$ cat config.mk
export PLATFORM = sky130hd
export DESIGN_NAME = adder_rr_arbiter
export DESIGN_NICKNAME = d
export VERILOG_FILES = /design/src/rtl/adder_arb_pkg.sv /design/src/rtl/adder_rr_arbiter_rr_pick.sv /design/src/rtl/adder_rr_arbiter.sv
export SDC_FILE = /design/constraint.sdc
export NUM_CORES = 1
export LEC_CHECK = 0
export ABC_AREA = 1
export CAP_MARGIN = 30
export CORE_MARGIN = 5
export CORE_UTILIZATION = 39
export CTS_CLUSTER_DIAMETER = 40
export DETAILED_ROUTE_END_ITERATION = 12
export PLACE_DENSITY = 0.93
export SLEW_MARGIN = 10
export SYNTH_ARGS = -nofsm -noshare
export SYNTH_HDL_FRONTEND = slang
export SYNTH_SLANG_ARGS = --single-unit
$ cat constraint.sdc
create_clock -name clk -period 4.9 [get_ports clk]
set_clock_uncertainty 0.2 [all_clocks]
set_input_delay 0.735 -clock clk [delete_from_list [all_inputs] [get_ports clk]]
set_output_delay 0.735 -clock clk [all_outputs]
set_load 0.02 [all_outputs]
$ cat src/rtl/adder_arb_pkg.sv
// Package: adder_arb_pkg
// Purpose : Shared types and helpers for the round-robin adder arbiter.
//   out_state_e : state of the one-entry result stage (empty / holding a result)
//   id_width(n) : width of a requester index, never less than one bit
//   rr_next(i,n): round-robin successor of index i among n requesters (wraps to 0)
package adder_arb_pkg;

    typedef enum logic {
        ST_EMPTY = 1'b0,
        ST_FULL  = 1'b1
    } out_state_e;

    function automatic int id_width(input int n);
        return (n <= 32'sd2) ? 32'sd1 : $clog2(n);
    endfunction

    function automatic int rr_next(input int idx, input int n);
        return (idx >= n - 32'sd1) ? 32'sd0 : idx + 32'sd1;
    endfunction

endpackage

$ cat src/rtl/adder_rr_arbiter_rr_pick.sv
// Module : rr_pick
// Purpose: Combinational round-robin picker. Scans the valid vector starting at
//          rr_ptr and wrapping, and reports the first requester found.
// Ports  :
//   valid  in  NUM_REQ  request vector
//   rr_ptr in  IDW      index that has highest priority this cycle
//   grant  out NUM_REQ  one-hot of the picked index (all zero when nothing valid)
//   idx    out IDW      binary index of the picked requester
//   any    out 1        at least one requester is valid
module rr_pick #(
    parameter int NUM_REQ = 4,
    parameter int IDW     = 2
) (
    input  logic [NUM_REQ-1:0] valid,
    input  logic [IDW-1:0]     rr_ptr,
    output logic [NUM_REQ-1:0] grant,
    output logic [IDW-1:0]     idx,
    output logic               any
);

    logic [2*NUM_REQ-1:0] dbl_s;
    logic [NUM_REQ-1:0]   rot_s;
    logic [IDW:0]         off_s;
    logic [IDW:0]         sum_s;

    // Rotating a doubled copy puts rr_ptr at bit 0, so a plain lowest-bit
    // search becomes the round-robin scan.
    assign dbl_s = {valid, valid};
    assign rot_s = NUM_REQ'(dbl_s >> rr_ptr);
    assign any   = |valid;

    // Lowest set bit of the rotated vector, mapped back to an absolute index.
    always_comb begin
        off_s = {(IDW+1){1'b0}};
        for (int k = NUM_REQ - 1; k >= 0; k--) begin
            off_s = rot_s[k] ? (IDW+1)'(k) : off_s;
        end
        sum_s = {1'b0, rr_ptr} + off_s;
        if (sum_s >= (IDW+1)'(NUM_REQ)) begin
            idx = IDW'(sum_s - (IDW+1)'(NUM_REQ));
        end else begin
            idx = IDW'(sum_s);
        end
        if (any) begin
            grant = NUM_REQ'(1'b1) << idx;
        end else begin
            grant = {NUM_REQ{1'b0}};
        end
    end

endmodule

$ cat src/rtl/adder_rr_arbiter.sv
// Module : adder_rr_arbiter
// Purpose: One 8-bit adder shared by NUM_REQ requesters through a round-robin
//          arbiter, with a one-entry registered result stage tagged with the
//          index of the requester that produced it.
// Ports  :
//   clk, rst             clock; synchronous active-high reset
//   req_valid/req_ready  per-requester handshake (req_ready is one-hot grant)
//   req_a, req_b         packed operands, slice i = [i*WIDTH +: WIDTH]
//   res_valid/res_ready  result handshake
//   res_sum, res_carry   (a+b) mod 2^WIDTH and its carry-out
//   res_id               index of the requester that produced the result
//   stall_cnt            (only with ADDER_ARB_STATS_EN) saturating count of
//                        cycles with some request pending but no grant
// Build option: define ADDER_ARB_STATS_EN to add the stall_cnt port and counter.
module adder_rr_arbiter
    import adder_arb_pkg::*;
#(
    parameter  int NUM_REQ = 4,
    parameter  int WIDTH   = 8,
    localparam int IDW     = id_width(NUM_REQ)
) (
    input  logic                     clk,
    input  logic                     rst,
    input  logic [NUM_REQ-1:0]       req_valid,
    input  logic [NUM_REQ*WIDTH-1:0] req_a,
    input  logic [NUM_REQ*WIDTH-1:0] req_b,
    output logic [NUM_REQ-1:0]       req_ready,
    output logic                     res_valid,
    input  logic                     res_ready,
    output logic [WIDTH-1:0]         res_sum,
    output logic                     res_carry,
    output logic [IDW-1:0]           res_id
`ifdef ADDER_ARB_STATS_EN
    ,
    output logic [15:0]              stall_cnt
`endif
);

    out_state_e         state_r;
    logic [IDW-1:0]     rr_ptr_r;
    logic [WIDTH-1:0]   sum_r;
    logic               carry_r;
    logic [IDW-1:0]     id_r;

    logic [NUM_REQ-1:0] pick_grant_s;
    logic [IDW-1:0]     pick_idx_s;
    logic               pick_any_s;
    logic               can_accept_s;
    logic               grant_fire_s;
    logic [WIDTH-1:0]   a_sel_s;
    logic [WIDTH-1:0]   b_sel_s;
    logic [WIDTH:0]     add_s;

    rr_pick #(
        .NUM_REQ (NUM_REQ),
        .IDW     (IDW)
    ) u_pick (
        .valid   (req_valid),
        .rr_ptr  (rr_ptr_r),
        .grant   (pick_grant_s),
        .idx     (pick_idx_s),
        .any     (pick_any_s)
    );

    // A full stage can take a new result in the same edge it is drained, which
    // is why res_ready feeds req_ready combinationally.
    assign can_accept_s = ~rst & ((state_r == ST_EMPTY) | res_ready);
    assign grant_fire_s = can_accept_s & pick_any_s;
    assign req_ready    = grant_fire_s ? pick_grant_s : {NUM_REQ{1'b0}};

    assign res_valid = (state_r == ST_FULL);
    assign res_sum   = sum_r;
    assign res_carry = carry_r;
    assign res_id    = id_r;

    // Operand mux for the picked requester, then the shared adder.
    always_comb begin
        a_sel_s = {WIDTH{1'b0}};
        b_sel_s = {WIDTH{1'b0}};
        for (int i = 0; i < NUM_REQ; i++) begin
            a_sel_s = (pick_idx_s == IDW'(i)) ? req_a[i*WIDTH +: WIDTH] : a_sel_s;
            b_sel_s = (pick_idx_s == IDW'(i)) ? req_b[i*WIDTH +: WIDTH] : b_sel_s;
        end
        add_s = {1'b0, a_sel_s} + {1'b0, b_sel_s};
    end

    // Result-stage FSM, result register and round-robin pointer.
    always_ff @(posedge clk) begin
        if (rst) begin
            state_r  <= ST_EMPTY;
            rr_ptr_r <= {IDW{1'b0}};
            sum_r    <= {WIDTH{1'b0}};
            carry_r  <= 1'b0;
            id_r     <= {IDW{1'b0}};
        end else begin
            case (state_r)
                ST_EMPTY: state_r <= grant_fire_s ? ST_FULL : ST_EMPTY;
                ST_FULL:  state_r <= (grant_fire_s || !res_ready) ? ST_FULL : ST_EMPTY;
                default:  state_r <= ST_EMPTY;
            endcase
            if (grant_fire_s) begin
                {carry_r, sum_r} <= add_s;
                id_r             <= pick_idx_s;
                rr_ptr_r         <= IDW'(rr_next(int'(pick_idx_s), NUM_REQ));
            end
        end
    end

`ifdef ADDER_ARB_STATS_EN
    logic [15:0] stall_cnt_r;

    // Saturating count of cycles where a request waits without being granted.
    always_ff @(posedge clk) begin
        if (rst) begin
            stall_cnt_r <= 16'h0000;
        end else if ((|req_valid) && !grant_fire_s && (stall_cnt_r != 16'hFFFF)) begin
            stall_cnt_r <= stall_cnt_r + 16'h0001;
        end
    end

    assign stall_cnt = stall_cnt_r;
`endif

endmodule

==> results.md, run 1 <==
- Slew at the pin closest to its max-slew limit: 0.411 ns
- # hold bufs at CTS: 0
- Die X-Extent: 73.7 µm
- Asr flop ratio synth: 0%
- Synth cell count leaders: nand2_1, a21oi_1, nand3_1
- Clock root cell: clkbuf_8
- CP Data Arrival Time: 3.60 ns
- Initial Util: 39.9%
- Full die area: 5440 µm²
- Layout cell share with drive strength beyond 1: 5.52%
- Port bufs: 86
- Number of synthesized flops with an enable pin: 0
- Synthesis Warnings: 0
- Worst hold path class: register to register
- Mapped Cells: 263
- Via count: 1,997
- DRC viols: 0
- FF-to-FF End: res_sum[6]
- RSZ-0062 raised after global routing: false
- FF+latch count, synth: 14
- Final setup viols: 0
- Core Region: 3970 µm²
- First-pass GRT wire length: 8270 µm
- Outcome: finished, final reports clean
- Seq/Total Area, Yosys: 17.7%
- Setup crit start kind: primary input
- Post-DP HPWL: 4300 µm
- Crit end category: output pin
- Most frequent cell after synthesis: nand2_1
- Die height: 73.7 µm
- CP required: 3.96 ns
- Synth-to-layout area growth: 58.9%
- Peak supply drop: 0.525 mV
- Clk slew on worst S/H paths: 0.06 ns
- Vias in the first global route: 1,877
- Global route overflow: 0
- Cell variety after synth: 27
- Total track usage: 19.0%
- Largest net degree at the start of global routing: 29
- Hold Path Sink: res_sum[1]
- Fin. max-slew vios: 0
- Routed wire length: 5310 µm
- Vias/cell: 5.07
- CTS tree: built
- Hold WS: 0.274 ns
- Worst slew margin: 72.6%
- WL/cell: 13.5 µm
- Worst hold start: res_sum[1]
- Largest family of logic cells by synthesized area: simple AND/OR/NAND/NOR gates
- Adder-Cell Fraction of Synth Area: 11.5%
- Power per cell area: 773 nW/µm²
- Number of placed cells counting well taps: 390
- Antenna Violating Nets Remaining: 0
- Synth Area in XOR/XNOR: 1.11%
- R2r worst-path depth: 24
- Cell taking the most area after synthesis: dfxtp_1
- Mux contribution to synthesized area: 0%
- # IOs: 87
- Clock Latency Late Sink: 0.25 ns
- Total negative slack: 0 ns
- Hold Path Depth: 2
- Number of nets in the layout: 430
- Synth Area in Compound Gates: 23.9%
- Top-area cell type share of the netlist area: 17.7%
- Post-layout min period: 4.53 ns
- Top cells by area, synth: dfxtp_1, nand2_1, ha_1
- Post-synthesis cell area: 1580 µm²
- Mapped Nets: 348
- Final Cycle Share: 92.5%
- Top FF cell, synth: dfxtp_1
- Leak pwr: 1.19 nW
- Syn Area/Cell: 6.02 µm²
- Fin worst setup slack: 0.365 ns
- H-tree depth: 1
- DRT Pass-1 Iters: 5
- Final hold vios: 0
- Crit Path Category: primary input to output pin
- CTS sink count: 14
- Max Fclk: 221 MHz
- Fin cells: 394
- Place WS: 0.0981 ns
- Reg-to-Reg Start: rr_ptr_r[0]
- Synth Area in Simple Gates: 35.2%
- ANT cells: 0
- Max Cap Viol: 0
- Initial antenna violation count: 0
- Routability cong.: 0.907
- Max FO, Critical Path: 28
- Flop-to-flop setup slack: 0.79 ns
- First DRT Iteration DRCs: 87
- Final core utilization: 63.4%
- Longest Clk Path Bufs: 2
- Number of core rows: 23
- Total CTS buffers: 3
## final cells by class
type / instances / area (µm²)
Fill cell: 360 / 1450
Tap cell: 50 / 62.6
Sequential cell: 14 / 280
Inverter: 25 / 95.1
Timing Repair Buffer: 89 / 886
Clock buffer: 4 / 55.1
Multi-Input combinational cell: 212 / 1140
## metal layers
metal	vias to the layer above	global-route usage, %	wire, µm	share of wire [%]
met2	67	33.0	2460	46
li1	1042	-	-	-
met4	0	5.43	109	2.1
met1	876	23.2	2320	44
met5	-	0	0	0
met3	12	4.24	416	7.8
## what timing repair did
action / CTS / global route
endpoints found under the hold margin: 0 / 0
endpoints found under the setup margin: 0 / 3
setup buffers: 0 / 0
resized for setup: 0 / 3
## layout by cell type, fill, tap and decap left out, types with 2 or more instances in the layout
| cell type | netlist | routed |
|---|---|---|
| nand4_1 | 2 | 2 |
| o21ai_1 | 3 | 4 |
| nand2_1 | 69 | 69 |
| inv_2 | 3 | 3 |
| inv_1 | 21 | 21 |
| ha_1 | 13 | 13 |
| o21ai_0 | 23 | 22 |
| buf_4 | 1 | 3 |
| nand2_2 | 5 | 5 |
| nand3_1 | 27 | 27 |
| clkdlybuf4s50_1 | 0 | 85 |
| dfxtp_1 | 14 | 14 |
| nor2_1 | 22 | 22 |
| clkbuf_8 | 0 | 4 |
| a21oi_1 | 27 | 26 |
| a22oi_1 | 13 | 13 |
## kinds of logic after synthesis
| kind of cell | after synthesis |
|---|---|
| and+or+nand+nor | 128 |
| AOI/OAI and AO/OA | 68 |
| buffers and inverters | 37 |
| adders and majority gates | 14 |
| DFF | 14 |
| xor gates and xnor gates | 2 |
## how the worst max path moves through the flow
stage,startpoint,end,slack [ns],cells past startpoint
global route,req_valid[1],res_sum[6],0.03,24
finish,req_valid[2],req_ready[3],0.37,14
global placement,req_valid[1],res_sum[6],0.28,25
floorplan,req_valid[1],res_sum[6],0.87,26
detailed placement,req_valid[1],res_sum[6],0.1,24
CTS,req_valid[2],req_ready[1],0.25,17
## sequential cells by signal, summed over array words and instances (netlist names)
name and flops:
res_sum 8, res_id 2, rr_ptr_r 2, res_carry 1
res_valid 1
## critical path: stages
cell and delay, ns:
clkdlybuf4s50_1 0.51, nand2_1 0.08, nand3_1 0.12, nand3_1 0.08, a21boi_0 0.16, ha_1 0.19, xor2_1 0.19, inv_1 0.06
nand3_1 0.09, nand2_2 0.09, ha_1 0.28, inv_2 0.34, nor2_1 0.11, clkdlybuf4s50_1 0.56
## power by group
| group | internal (W) | switching (W) |
|---|---|---|
| logic | 0.000661 | 0.000989 |
| clock network | 0.0000713 | 0.0000430 |
| registers | 0.000157 | 0.0000250 |
## through the flow
stage | power, W | instance area (µm²)
floorplan | 0.00139 | 1580
global route | 0.00215 | 2520
finish | 0.00195 | 2520
global placement | 0.00173 | 2460
detailed placement | 0.00178 | 2460
CTS | 0.00191 | 2510
Power figures use the tool's default switching activity.
==> run 2, diff against run 1 <==
--- a/config.mk
+++ b/config.mk
@@ -11,7 +11,7 @@
 export CORE_UTILIZATION = 39
 export CTS_CLUSTER_DIAMETER = 40
 export DETAILED_ROUTE_END_ITERATION = 12
-export PLACE_DENSITY = 0.93
+export PLACE_DENSITY_LB_ADDON = 0.3
 export SLEW_MARGIN = 10
 export SYNTH_ARGS = -nofsm -noshare
 export SYNTH_HDL_FRONTEND = slang
==> results.md, run 2 (synthesized netlist as in run 1, its figures left out) <==
- Max FO, Critical Path: 14 (-50%)
- Slowest stage delay, CP: 0.62 ns (+0.06 ns)
- Port bufs: 86 (unchanged)
- Vias/cell: 4.97 (-1.9%)
- RSZ-0062 raised after global routing: false
- Clock root cell: clkbuf_8
- Critical path, cell by cell: clkdlybuf4s50_1, nand2_1, nand3_1, nand2_2, nand3_1, a21boi_0, ha_1, xor2_1, inv_1, nand3_1, nand2_2, ha_1, inv_1, buf_4, nor2_1, clkdlybuf4s50_1
- ANT cells: 0 (unchanged)
- Post-DP HPWL: 4310 µm (about the same)
- Crit end category: output pin
- DRC viols: 0 (unchanged)
- Die height: 73.7 µm (unchanged)
- Commonest non-fill, non-tap cell in the layout: clkdlybuf4s50_1
- Crit Path Category: primary input to output pin
- Routability cong.: 0.820 (-9.6%)
- CTS sink count: 14 (unchanged)
- Global route overflow: 0 (unchanged)
- Final setup viols: 0 (unchanged)
- Leak pwr: 1.19 nW (about the same)
- Fin cells: 394 (unchanged)
- Power per cell area: 758 nW/µm² (-1.9%)
- CP required: 3.96 ns (about the same)
- Largest net degree at the start of global routing: 29 (unchanged)
- Most frequent cells in the layout: clkdlybuf4s50_1, nand2_1, nand3_1, a21oi_1
- Worst hold path class: register to register
- Worst path buffer plus inverter count: 5 (+1)
- Clock Latency Late Sink: 0.24 ns (about the same)
- Cell repeated most along the worst path: nand3_1
- Initial Util: 39.9% (unchanged)
- Layout cell share with drive strength beyond 1: 5.81% (+0.29 points)
- Setup crit start kind: primary input
- WL/cell: 13.2 µm (-1.8%)
- Outcome: finished, final reports clean
- # hold bufs at CTS: 0 (unchanged)
- Max Fclk: 222 MHz (+0.66%)
- First-pass GRT wire length: 8400 µm (+1.6%)
- Final Cycle Share: 91.9% (-0.61 points)
- Peak supply drop: 0.537 mV (+2.3%)
- First DRT Iteration DRCs: 134 (+54%)
- Post-layout min period: 4.51 ns (-0.0297 ns)
- CTS tree: built
- Critical-path top delay cell: clkdlybuf4s50_1
- Antenna Violating Nets Remaining: 0 (unchanged)
- Final hold vios: 0 (unchanged)
- # resized after CTS: 0 (unchanged)
- Cell area after layout: 2520 µm² (+0.25%)
- Worst slew margin: 72.4% (-0.21 points)
- Fin worst setup slack: 0.395 ns (+0.0297 ns)
- Initial antenna violation count: 0 (unchanged)
- Number of core rows: 23 (unchanged)
- Total CTS buffers: 3 (unchanged)
- Design Power: 0.00191 W (-1.7%)
- Clk slew on worst S/H paths: 0.05 ns (about the same)
- Number of nets in the layout: 430 (unchanged)
- Full die area: 5440 µm² (unchanged)
- H-tree depth: 1 (unchanged)
- DRT Pass-1 Iters: 5 (unchanged)
- Total track usage: 19.3% (+0.31 points)
- Setup Buffers After CTS: 0 (unchanged)
- Max Cap Viol: 0 (unchanged)
- Slew at the pin closest to its max-slew limit: 0.414 ns (+0.00315 ns)
- Number of placed cells counting well taps: 390 (unchanged)
- Synth-to-layout area growth: 59.3%
- Die X-Extent: 73.7 µm (unchanged)
- Longest Clk Path Bufs: 2 (unchanged)
- Total negative slack: 0 ns (unchanged)
- Via count: 1,960 (-1.9%)
- Core Region: 3970 µm² (unchanged)
- Vias in the first global route: 1,809 (-3.6%)
- Routed wire length: 5210 µm (-1.8%)
- Max reg flops: 8 (unchanged)
- Top delay family on crit path: buffers and inverters
- # IOs: 87 (unchanged)
- Placement Cell Area: 2460 µm² (unchanged)
- Place WS: 0.0865 ns (-0.0116 ns)
- Fin. max-slew vios: 0 (unchanged)
- CP Data Arrival Time: 3.57 ns (-0.03 ns)
## run 2: cell types whose count changed in the layout (fill, tap and decap cells not counted)
| cell | previous run | this run |
|---|---|---|
| buf_4 | 3 | 2 |
| buf_6 | 0 | 1 |
| ha_2 | 0 | 1 |
| ha_1 | 13 | 12 |
## run 2: worst paths after layout
path	startpoint	endpoint	slack (ns)	cells after the start
worst max-delay path	req_valid[3]	req_ready[2]	0.39	16
worst min-delay path	res_sum[0]	res_sum[0]	0.27	2
worst max register to register	rr_ptr_r[0]	res_sum[6]	0.94	25
worst min register to register	res_sum[0]	res_sum[0]	0.27	2
## run 2: through the flow
step	util, %	hold WS, ns
2_1_floorplan	-	0.318
3_3_place_gp	61.8	0.261
3_5_place_dp	61.8	0.263
4_1_cts	63.2	0.272
5_1_grt	63.5	0.307
6_report	63.5	0.272
## run 2: layout make-up
class                   instances  area [µm²]
clock buffers                   4        55.1
fillers                       372        1450
flip-flops and latches         14         280
repair buffers                 89         890
multi-input cells             212        1140
well taps                      50        62.6
inverters                      25        95.1
## run 2: worst reg2reg max path: cells and delay by family, from the launching register on
family	cells	cell delay [ns]
buffers and inverters	3	0.30
AO/OA/AOI/OAI	6	0.72
adder cells (fa/ha/maj)	4	1.01
AND/OR/NAND/NOR	11	1.00
flip-flops	1	0.45
XOR/XNOR	1	0.17
## run 2: per-layer routing
metal	global-route usage (%)	part of all wire (%)	vias up
met3	3.01	7.3	4
met1	26.7	47	851
li1	-	-	1041
met5	0	0	-
met4	3.02	0.54	0
met2	31.9	45	64
## run 2: where the power goes
group	switching [W]	internal [W]
clock	0.0000380	0.0000710
combinational	0.000960	0.000663
sequential	0.0000244	0.000157
==> edit 1, RTL diff (flow settings as in run 1) <==
`NUM_REQ` is set to 4 in 2 places; all go to 8.
--- a/src/rtl/adder_rr_arbiter_rr_pick.sv
+++ b/src/rtl/adder_rr_arbiter_rr_pick.sv
@@ -9,5 +9,5 @@
 //   any    out 1        at least one requester is valid
 module rr_pick #(
-    parameter int NUM_REQ = 4,
+    parameter int NUM_REQ = 8,
     parameter int IDW     = 2
 ) (
--- a/src/rtl/adder_rr_arbiter.sv
+++ b/src/rtl/adder_rr_arbiter.sv
@@ -16,5 +16,5 @@
     import adder_arb_pkg::*;
 #(
-    parameter  int NUM_REQ = 4,
+    parameter  int NUM_REQ = 8,
     parameter  int WIDTH   = 8,
     localparam int IDW     = id_width(NUM_REQ)
Ports: changed (5 resized); port bits go from 87 to 160. The function was not compared with the original's and may differ.
==> edit 1 against run 1 <==
The flow now finishes with violations (setup timing). Design area increased by 140%. Sequential cell count increased by 2. Non-clock buffer count is 155 higher. Worst setup slack got worse by 0.68 ns. Fmax fell by 13%. Area after synthesis increased by 110%. Wire length grew to 2.9 times the old value. Count of clock-buffer cells in the layout did not move. Critical path type is now input pin to flip-flop. Highest routed layer unchanged.
Power is not shown: default switching activity piles up to over one toggle a cycle in this logic, so the estimate is an artifact.
==> edit 1: results <==
export IMPL_worstHoldStart="res_sum[5]"
export IMPL_failed_checks="setup timing"
export IMPL_grt_use_met1_pct=30.67
export IMPL_tns_ns=-0.8747
export IMPL_first_pass_iters=7
export IMPL_ys_seq_area_share_pct=9.693
export IMPL_arrival_ns=5.16
export IMPL_whs_ns=0.2656
export IMPL_r2r_cells=37
export IMPL_outcome="finished, violations left"
export IMPL_yosys_area_share_adder_pct=6.891
export IMPL_grt_max_degree=21
export IMPL_ys_top_cells_by_count="213 x nand2_1, 118 x nor2_1, 97 x inv_1"
export IMPL_gr_usage_met2_pct=43.48
export IMPL_worstMarginPinSlew_ns=0.6200
export IMPL_synth_cells=659
export IMPL_syn_num_nets=815
export IMPL_min_to="res_sum[5]"
export IMPL_track_usage_pct=25.22
export IMPL_setup_ws_ns=-0.3158
export IMPL_finalSetupViolations=7
export IMPL_fin_nets=1030
export IMPL_grt_pass1_wl_mm=21.18
export IMPL_critical_path_max_stage_delay_ns=0.50
export IMPL_post_dp_hpwl_mm=10.50
export IMPL_synth_area_leaders="nand2_1 24%, nor2_1 13%, inv_1 11%, dfxtp_1 9.7%, nand3_1 7.0%"
export IMPL_dp_cells=952
-- edit 1: cell types whose count changed in the layout (fill, tap and decap cells not counted), sizes merged, moves of 3 or more --
cell / before / now
clkdlybuf4s50: 85 / 149
nand2: 74 / 219
a211oi: 0 / 6
nand4: 2 / 26
inv: 24 / 100
nand3: 28 / 49
buf: 3 / 93
a22oi: 13 / 0
nor3: 0 / 3
nor2: 23 / 123
-- edit 1: metal layers --
metal,vias up,routed length (µm)
met4,0,808
met1,2266,5608
met5,-,0
met3,73,1526
met2,354,7456
li1,2480,-
-- edit 1: worst max-delay path by stage --
stage	startpoint	to	slack [ns]	cells after the start
6_report	req_valid[3]	res_sum[7]	-0.32	37
3_5_place_dp	req_valid[0]	res_carry	-0.89	36
3_3_place_gp	req_valid[1]	res_carry	-0.84	34
2_1_floorplan	req_valid[0]	res_sum[7]	-0.12	38
5_1_grt	req_valid[3]	res_sum[7]	-0.58	37
4_1_cts	req_valid[7]	res_carry	-0.08	35
-- edit 1: layout make-up --
| class | count | area, µm² |
|---|---|---|
| inverter | 101 | 400.4 |
| timing repair buffer | 244 | 2360 |
| timing repair inverter | 1 | 7.507 |
| fill | 576 | 2100 |
| tap | 105 | 131.4 |
| clock buffer | 4 | 55.05 |
| sequential | 16 | 327.8 |
| multi-input combinational | 507 | 2835 |
-- edit 1: timing repair --
action                     CTS  global route
hold buffers                 0             0
setup buffers                7            11
cloned                       1             3
resized for setup          108            64
setup endpoints to repair   15            11
pin swaps                   46            64
hold endpoints to repair     0             0
-- edit 1: worst min-delay path, stage by stage, from the launching register on --
cell and delay (ns):
dfxtp_1 0.31, nand2_1 0.06, a21oi_1 0.05
==> edit 2, RTL diff (config.mk and constraints of run 1) <==
Without the edit above. The option `ADDER_ARB_STATS_EN` is turned on by a define.
--- a/src/rtl/adder_rr_arbiter.sv
+++ b/src/rtl/adder_rr_arbiter.sv
@@ -13,4 +13,6 @@
 //                        cycles with some request pending but no grant
 // Build option: define ADDER_ARB_STATS_EN to add the stall_cnt port and counter.
+`define ADDER_ARB_STATS_EN
+
 module adder_rr_arbiter
     import adder_arb_pkg::*;
Behaviour (old outputs only; new: stall_cnt): unchanged (Yosys induction, for registers that start in step).
==> edit 2 against run 1 <==
Sequential share of layout area rose by 5.3 points. Non-clock buffer count grew 19. Via count rose by 46%. Worst setup slack better by 0.0030 ns. Cell count is 43% higher. Design area is 45% higher. Area after synthesis rose by 57%. Synthesized cell count rose by 49%. Sequential power grew 80%. Largest power group unchanged. Total power increased by 5.6%. Sequential cell count grew 16. Combinational power down 7%. Largest cell class unchanged. Wire length rose by 42%.
==> edit 2: results <==
export IMPL_fillers=570
export IMPL_via_per_inst=5.163
export IMPL_track_usage_pct=17.65
export IMPL_grt_pass1_wl_mm=12.35
export IMPL_ys_top_cells_by_count="109 x nand2_1, 42 x nor2_1, 33 x a21oi_1"
export IMPL_ir_worst_vdd_mv=0.6299
export IMPL_gr_usage_met2_pct=31.71
export IMPL_final_cell_count_no_fill=565
export IMPL_drive_above_1_share_pct=6.557
export IMPL_htreeDepth=2
export IMPL_synth_xor_area_share_pct=4.575
export IMPL_synth_cells=391
export IMPL_p_leak_uw=0.001548
export IMPL_synth_compound_area_share_pct=22.17
export IMPL_crit_fanout=29
export IMPL_wl_met1_mm=3.186
export IMPL_seq_power_uw=327
export IMPL_outcome="finished clean"
export IMPL_post_dp_hpwl_mm=5.964
export IMPL_grt_max_degree=30
export IMPL_combPwrFrac_pct=74.7
export IMPL_wl_met3_um=349
export IMPL_dp_cells=559
export IMPL_syn_num_nets=477
export IMPL_grt_use_met1_pct=20.40
[edit 2: changes by cell type after synthesis, sizes merged, moves of 3 or more]
cell | before | now
a21oi | 27 | 43
clkbuf | 4 | 10
dfxtp | 14 | 30
inv | 24 | 29
nand2 | 74 | 113
nand3 | 28 | 31
nor2 | 23 | 46
xnor2 | 1 | 8
xor2 | 1 | 5
[edit 2: worst paths after layout]
check / start / end / slack, ns
max: req_valid[1] / req_ready[2] / 0.37
min: res_id[1] / res_id[1] / 0.29
max reg2reg: rr_ptr_r[0] / res_sum[5] / 0.79
min reg2reg: res_id[1] / res_id[1] / 0.29
[edit 2: layout make-up]
class                      count  area (µm²)  area share [%]
tap                           77       96.34           2.638
sequential                    30       600.6           16.44
clock buffer                   6       82.58           2.261
multi-input combinational    315        1695           46.42
timing repair buffer         108        1069           29.26
inverter                      29       108.9           2.980
[edit 2: logic make-up after synthesis]
logic type | count (synthesis)
simple gates | 198
flops | 30
compound gates | 89
buf+inv | 46
xor+xnor | 13
fa+ha+maj | 15
